===== config.mk =====
export PLATFORM = sky130hd
export DESIGN_NAME = nibble_serial_adder_flat
export DESIGN_NICKNAME = d
export VERILOG_FILES = /design/src/rtl/nibble_serial_adder_pkg.sv /design/src/rtl/nibble_serial_adder_if.sv /design/src/rtl/nibble_serial_adder_fa4.sv /design/src/rtl/nibble_serial_adder.sv /design/src/flat_wrapper.sv
export SDC_FILE = /design/constraint.sdc
export NUM_CORES = 1
export LEC_CHECK = 0
export ABC_CLOCK_PERIOD_IN_PS = 4600
export BUFFER_PORTS_ARGS = -buffer_cell sky130_fd_sc_hd__buf_2
export CAP_MARGIN = 25
export CORE_AREA = 2 2 81 83
export CTS_BUF_LIST = sky130_fd_sc_hd__clkbuf_8
export CTS_CLUSTER_SIZE = 28
export DETAILED_ROUTE_END_ITERATION = 8
export DIE_AREA = 0 0 83 85
export GPL_TIMING_DRIVEN = 0
export HOLD_SLACK_MARGIN = 0.06
export PLACE_DENSITY = 0.72
export SYNTH_ARGS = -nofsm -noshare
export SYNTH_HDL_FRONTEND = slang
export SYNTH_SLANG_ARGS = --single-unit

===== constraint.sdc =====
create_clock -name clk -period 4.6 [get_ports clk]
set_input_delay 0.92 -clock clk [delete_from_list [all_inputs] [get_ports clk]]
set_output_delay 0.92 -clock clk [all_outputs]
set_load 0.05 [all_outputs]

===== src/rtl/nibble_serial_adder_pkg.sv =====
// Shared types for the nibble-serial adder: FSM states and nibble width.
// Optional subtract mode is enabled by defining NIBBLE_SUB_EN.
package nibble_serial_adder_pkg;

  localparam int NIBBLE_W = 4;

  typedef enum logic [1:0] {
    IDLE = 2'd0,
    RUN  = 2'd1,
    DONE = 2'd2
  } state_t;

endpackage


===== src/rtl/nibble_serial_adder_if.sv =====
// Requester-side bundle for the nibble-serial adder.
// The Sub signal exists only when NIBBLE_SUB_EN is defined.
interface nibble_serial_adder_if #(
  parameter int NIBBLES = 4
);
  import nibble_serial_adder_pkg::*;

  localparam int W = NIBBLE_W * NIBBLES;

  logic         start;
  logic [W-1:0] A;
  logic [W-1:0] B;
  logic         Ci;
`ifdef NIBBLE_SUB_EN
  logic         Sub;
`endif
  logic         busy;
  logic         done;
  logic [W-1:0] Y;
  logic         Co;
  logic         V;

  modport master (
    output start, A, B, Ci,
`ifdef NIBBLE_SUB_EN
    output Sub,
`endif
    input  busy, done, Y, Co, V
  );

  modport slave (
    input  start, A, B, Ci,
`ifdef NIBBLE_SUB_EN
    input  Sub,
`endif
    output busy, done, Y, Co, V
  );

endinterface


===== src/rtl/nibble_serial_adder_fa4.sv =====
// Shared 4-bit ripple-carry adder built from full-adder cells.
// Purely combinational; sequenced by nibble_serial_adder.
module nibble_serial_adder_fa4
  import nibble_serial_adder_pkg::*;
(
  input  logic [NIBBLE_W-1:0] a,
  input  logic [NIBBLE_W-1:0] b,
  input  logic                ci,
  output logic [NIBBLE_W-1:0] s,
  output logic                co
);

  logic [NIBBLE_W:0] c;

  assign c[0] = ci;

  for (genvar i = 0; i < NIBBLE_W; i++) begin : g_fa
    assign s[i]   = a[i] ^ b[i] ^ c[i];
    assign c[i+1] = (a[i] & b[i]) | (c[i] & (a[i] ^ b[i]));
  end

  assign co = c[NIBBLE_W];

endmodule


===== src/rtl/nibble_serial_adder.sv =====
// Wide adder sequencing one FA4 across NIBBLES nibbles via a carry register.
// Define NIBBLE_SUB_EN to add subtract mode (Sub inverts B, forces carry-in).
module nibble_serial_adder
  import nibble_serial_adder_pkg::*;
#(
  parameter int NIBBLES = 4
) (
  input  logic                 clk,
  input  logic                 reset,
  nibble_serial_adder_if.slave bus
);

  localparam int IW = $clog2(NIBBLES);

  state_t  state;
  logic [IW-1:0] idx;
  logic          c;
  logic          co_q;
  logic          v_q;

  logic [NIBBLES-1:0][NIBBLE_W-1:0] a_q;
  logic [NIBBLES-1:0][NIBBLE_W-1:0] b_q;
  logic [NIBBLES-1:0][NIBBLE_W-1:0] y_q;

  logic [NIBBLE_W-1:0] a_n;
  logic [NIBBLE_W-1:0] b_n;
  logic [NIBBLE_W-1:0] s_n;
  logic                co_n;
  logic                last;
  logic                c_msb;

  logic [NIBBLES*NIBBLE_W-1:0] b_in;
  logic                        c_in;

`ifdef NIBBLE_SUB_EN
  assign b_in = bus.Sub ? ~bus.B : bus.B;
  assign c_in = bus.Sub | bus.Ci;
`else
  assign b_in = bus.B;
  assign c_in = bus.Ci;
`endif

  assign a_n  = a_q[idx];
  assign b_n  = b_q[idx];
  assign last = (idx == IW'(NIBBLES - 1));

  nibble_serial_adder_fa4 u_fa4 (
    .a  (a_n),
    .b  (b_n),
    .ci (c),
    .s  (s_n),
    .co (co_n)
  );

  // carry into the sign bit, recovered from operand and sum bits
  assign c_msb = a_n[NIBBLE_W-1] ^ b_n[NIBBLE_W-1] ^ s_n[NIBBLE_W-1];

  // control FSM, operand latch and per-nibble result write
  always_ff @(posedge clk) begin
    if (reset) begin
      state <= IDLE;
      idx   <= '0;
      c     <= 1'b0;
      co_q  <= 1'b0;
      v_q   <= 1'b0;
      a_q   <= '0;
      b_q   <= '0;
      y_q   <= '0;
    end else begin
      unique case (state)
        IDLE: begin
          if (bus.start) begin
            a_q   <= bus.A;
            b_q   <= b_in;
            c     <= c_in;
            idx   <= '0;
            state <= RUN;
          end
        end
        RUN: begin
          y_q[idx] <= s_n;
          c        <= co_n;
          if (last) begin
            co_q  <= co_n;
            v_q   <= c_msb ^ co_n;
            state <= DONE;
          end else begin
            idx <= idx + 1'b1;
          end
        end
        DONE: state <= IDLE;
        default: state <= IDLE;
      endcase
    end
  end

  assign bus.busy = (state != IDLE);
  assign bus.done = (state == DONE);
  assign bus.Y    = y_q;
  assign bus.Co   = co_q;
  assign bus.V    = v_q;

endmodule


===== src/flat_wrapper.sv =====
// flat-port wrapper written by rule: the top's interface ports become plain ports
module nibble_serial_adder_flat import nibble_serial_adder_pkg::*;
#(
  parameter int NIBBLES = 4
)
  (clk, reset, bus_start, bus_A, bus_B, bus_Ci, bus_busy, bus_done, bus_Y, bus_Co, bus_V);
  nibble_serial_adder_if #(.NIBBLES(NIBBLES)) bus_i ();
  input  logic clk;
  input  logic reset;
  input wire logic [$bits(bus_i.start)-1:0] bus_start;
  input wire logic [$bits(bus_i.A)-1:0] bus_A;
  input wire logic [$bits(bus_i.B)-1:0] bus_B;
  input wire logic [$bits(bus_i.Ci)-1:0] bus_Ci;
  output wire logic [$bits(bus_i.busy)-1:0] bus_busy;
  output wire logic [$bits(bus_i.done)-1:0] bus_done;
  output wire logic [$bits(bus_i.Y)-1:0] bus_Y;
  output wire logic [$bits(bus_i.Co)-1:0] bus_Co;
  output wire logic [$bits(bus_i.V)-1:0] bus_V;
  assign bus_i.start = bus_start;
  assign bus_i.A = bus_A;
  assign bus_i.B = bus_B;
  assign bus_i.Ci = bus_Ci;
  assign bus_busy = bus_i.busy;
  assign bus_done = bus_i.done;
  assign bus_Y = bus_i.Y;
  assign bus_Co = bus_i.Co;
  assign bus_V = bus_i.V;
  nibble_serial_adder #(.NIBBLES(NIBBLES)) u_core (.clk(clk), .reset(reset), .bus(bus_i));
endmodule

==> reports/qor.csv <==
metric,value,unit
cp-start-kind,flop,
syn2layout_area_growth,19.02,%
synthCells,255,
grt_pass1_wl,8.535,mm
first_pass_iters,4,
synth_fa_ha_area_share,5.479,%
cts_resized,0,
cts_hold_buf,0,
yosysWarnings,0,
reg2reg_from,u_core.idx[0],
critPathArrivalTime,3.41,ns
maxCapViolations,0,
netlist.area_leader.share,46.36,%
ir_drop,169.5,µV
drtIter0Drc,79,
synth_edf_count,0,
synth_xor_area_share,0.3688,%
finalCritPeriodShare,69.95,%
grt_max_degree,17,
hold_path_depth,2,
cts_setup_buffers,0,
die_w,83,µm
hp-class,reg -> reg,
track_usage,15.24,%
yosysTopAreaCell,dfxtp_1,
ant_nets,0,
clk_pin_slew,0.10,ns
n_antenna_cell,0,
die_area,7055,µm²
synth_fp_nets,299,
synth-seq-cells,55,
avgSynthCellArea,9.313,µm²
floorplan.initialDensity,38.27,%
multi_input_area,1104,µm²
place.gp.congestion,0.7402,
setup_ws,1.382,ns
mappedNetlistArea,2375,µm²
rsz0062_at_grt,false,
synthSimpleGateAreaFrac,18.12,%
clk_latency,0.31,ns
cts-root-buf,clkbuf_8,
synth_top_family_by_area,simple AND/OR/NAND/NOR gates,
clock-sinks,55,
seq_area,1101,µm²
nNetsFinal,360,
skew,0.006329,ns
drive_gt1_share,27.76,%
ys.flop_type,dfxtp_1,
max_clock_freq,0.3108,GHz
die_h,85,µm
routed_via_density,4.797,
hold_end,u_core.b_q[10],
min_from,u_core.b_q[10],
synth_most_common_cell,nand2_1,
pwr_density_cell,329.7,nW/µm²
worstPathMaxFanout,10,
remaining_drc_errors,0,
synth-compound-area-share,10.70,%
core.rowCount,29,
reg2reg_depth,11,
finalCriticalPeriod,3.218,ns
status,completed,
antenna_found_initial,0,
slew_headroom,65.06,%
ys_top_cells_by_count,"nand2_1 (64), dfxtp_1 (55), a21oi_1 (34)",
grt_pass1_vias,1823,
finalHoldViolCount,0,
via_count,1890,
detailedPlace.worstSlack,1.336,ns
portBuffers,54,
crit_path_end_kind,flop,
synth_area_leaders,"dfxtp_1 (46%), nand2_1 (10%), mux4_2 (7.6%)",
core_area,6205,µm²
overflow,0,
cts.htree.levels,2,
cp.required,4.79,ns
finalSetupTns,0,ns
placed_area,2741,µm²
synth_cell_types,26,
synthMuxAreaShare,11.80,%
path_class,reg -> reg,
routed_wl,5.172,mm
cts_buffers,5,
dpl.hpwl,3.885,mm
drv_slew,0,
ys_seq_area_share,46.36,%
cts_tree,yes,
io_pins,56,
synthArstFlopShare,0,%
routedWlPerCell,13.13,µm
max-clock-path-buffers,2,
worst_pin_slew,0.5241,ns
r2r_end,u_core.bus.V,
design_area,2826,µm²
fillers,640,
setup_viol,0,
p_leak,1.188,nW
r2r_slack,1.38,ns
## layer usage
metal / wire length (µm) / vias to the layer above / GRT usage (%)
li1: - / 965 / -
met2: 2496 / 60 / 25.88
met4: 48 / 0 / 3.577
met1: 2360 / 860 / 19.46
met5: 0 / - / 0
met3: 266 / 5 / 4.183
## cells in the final DEF (no fill, tap or decap), types with 2 or more instances in the layout
master	Yosys	layout
clkbuf_8	0	5
buf_4	3	3
buf_2	7	61
mux2i_1	10	10
ha_1	4	4
nand3_1	2	2
fa_1	4	4
a21oi_1	34	34
nand2_1	64	64
inv_1	9	10
and3b_1	4	4
mux4_2	8	8
or3b_1	2	2
buf_6	5	5
clkbuf_1	6	6
dfxtp_1	55	55
nor2b_1	3	3
nor2_1	19	19
a211oi_1	8	8
## critical path, cell delays in order (launching register included)
cell,delay (ns)
dfxtp_1,0.37
buf_2,0.30
mux4_2,0.57
fa_1,0.40
inv_1,0.09
fa_1,0.22
fa_1,0.25
inv_1,0.08
fa_1,0.48
xnor2_1,0.15
mux2i_1,0.13
nor2_1,0.05
## area by class of cell
cell class                      instances  area share, %
Clock inverter                          3         0.5755
Tap cell                               77          3.409
Inverter                                9          1.195
Sequential cell                        55          38.96
Timing Repair Buffer                   54          9.562
Clock buffer                            5          2.435
Multi-Input combinational cell        170          39.04
Buffer                                 21          4.825
## power by group
part / switching (W) / internal (W) / leakage [nW]
clock: 0.000154 / 0.000105 / 0.0453
sequential: 0.0000123 / 0.000500 / 0.449
combinational: 0.0000956 / 0.0000652 / 0.693
total: 0.000262 / 0.000670 / 1.19
## registers in the layout, summed over array words and instances, names as in the netlist
signal,count
u_core.b_q,16
u_core.bus.Y,16
u_core.bus.Co,1
u_core.idx,2
u_core.a_q,16
u_core.bus.V,1
u_core.c,1
u_core.state,2
## logic make-up (layout without fill, tap and decap cells)
| group | after synthesis | count (layout) |
|---|---|---|
| adders and majority gates | 8 | 8 |
| AOI/OAI and AO/OA | 44 | 44 |
| and+or+nand+nor | 99 | 99 |
| DFF | 55 | 55 |
| muxes | 18 | 18 |
| xor gates and xnor gates | 1 | 1 |
| buffers and inverters | 30 | 92 |
## per-stage QoR
step / total power (W) / util [%] / cells / hold WS, ns
5_1_grt: 0.0009743 / 45.55 / 394 / 0.4810
6_report: 0.0009318 / 45.55 / 394 / 0.4575
3_5_place_dp: 0.0006852 / 44.18 / 386 / 0.4470
2_1_floorplan: 0.0006358 / - / 255 / 0.4331
3_3_place_gp: 0.0006812 / 44.18 / 386 / 0.4392
4_1_cts: 0.0009376 / 45.55 / 394 / 0.4604
## how the worst max path moves through the flow
stage                        from      endpoint  cells past startpoint
global route        u_core.idx[0]  u_core.bus.V                     11
detailed placement  u_core.idx[0]  u_core.bus.V                     11
global placement    u_core.idx[0]  u_core.bus.V                     11
finish              u_core.idx[0]  u_core.bus.V                     11
floorplan           u_core.idx[0]  u_core.bus.V                     11
CTS                 u_core.idx[0]  u_core.bus.V                     11
No activity file was read; power rests on OpenSTA's default activity.
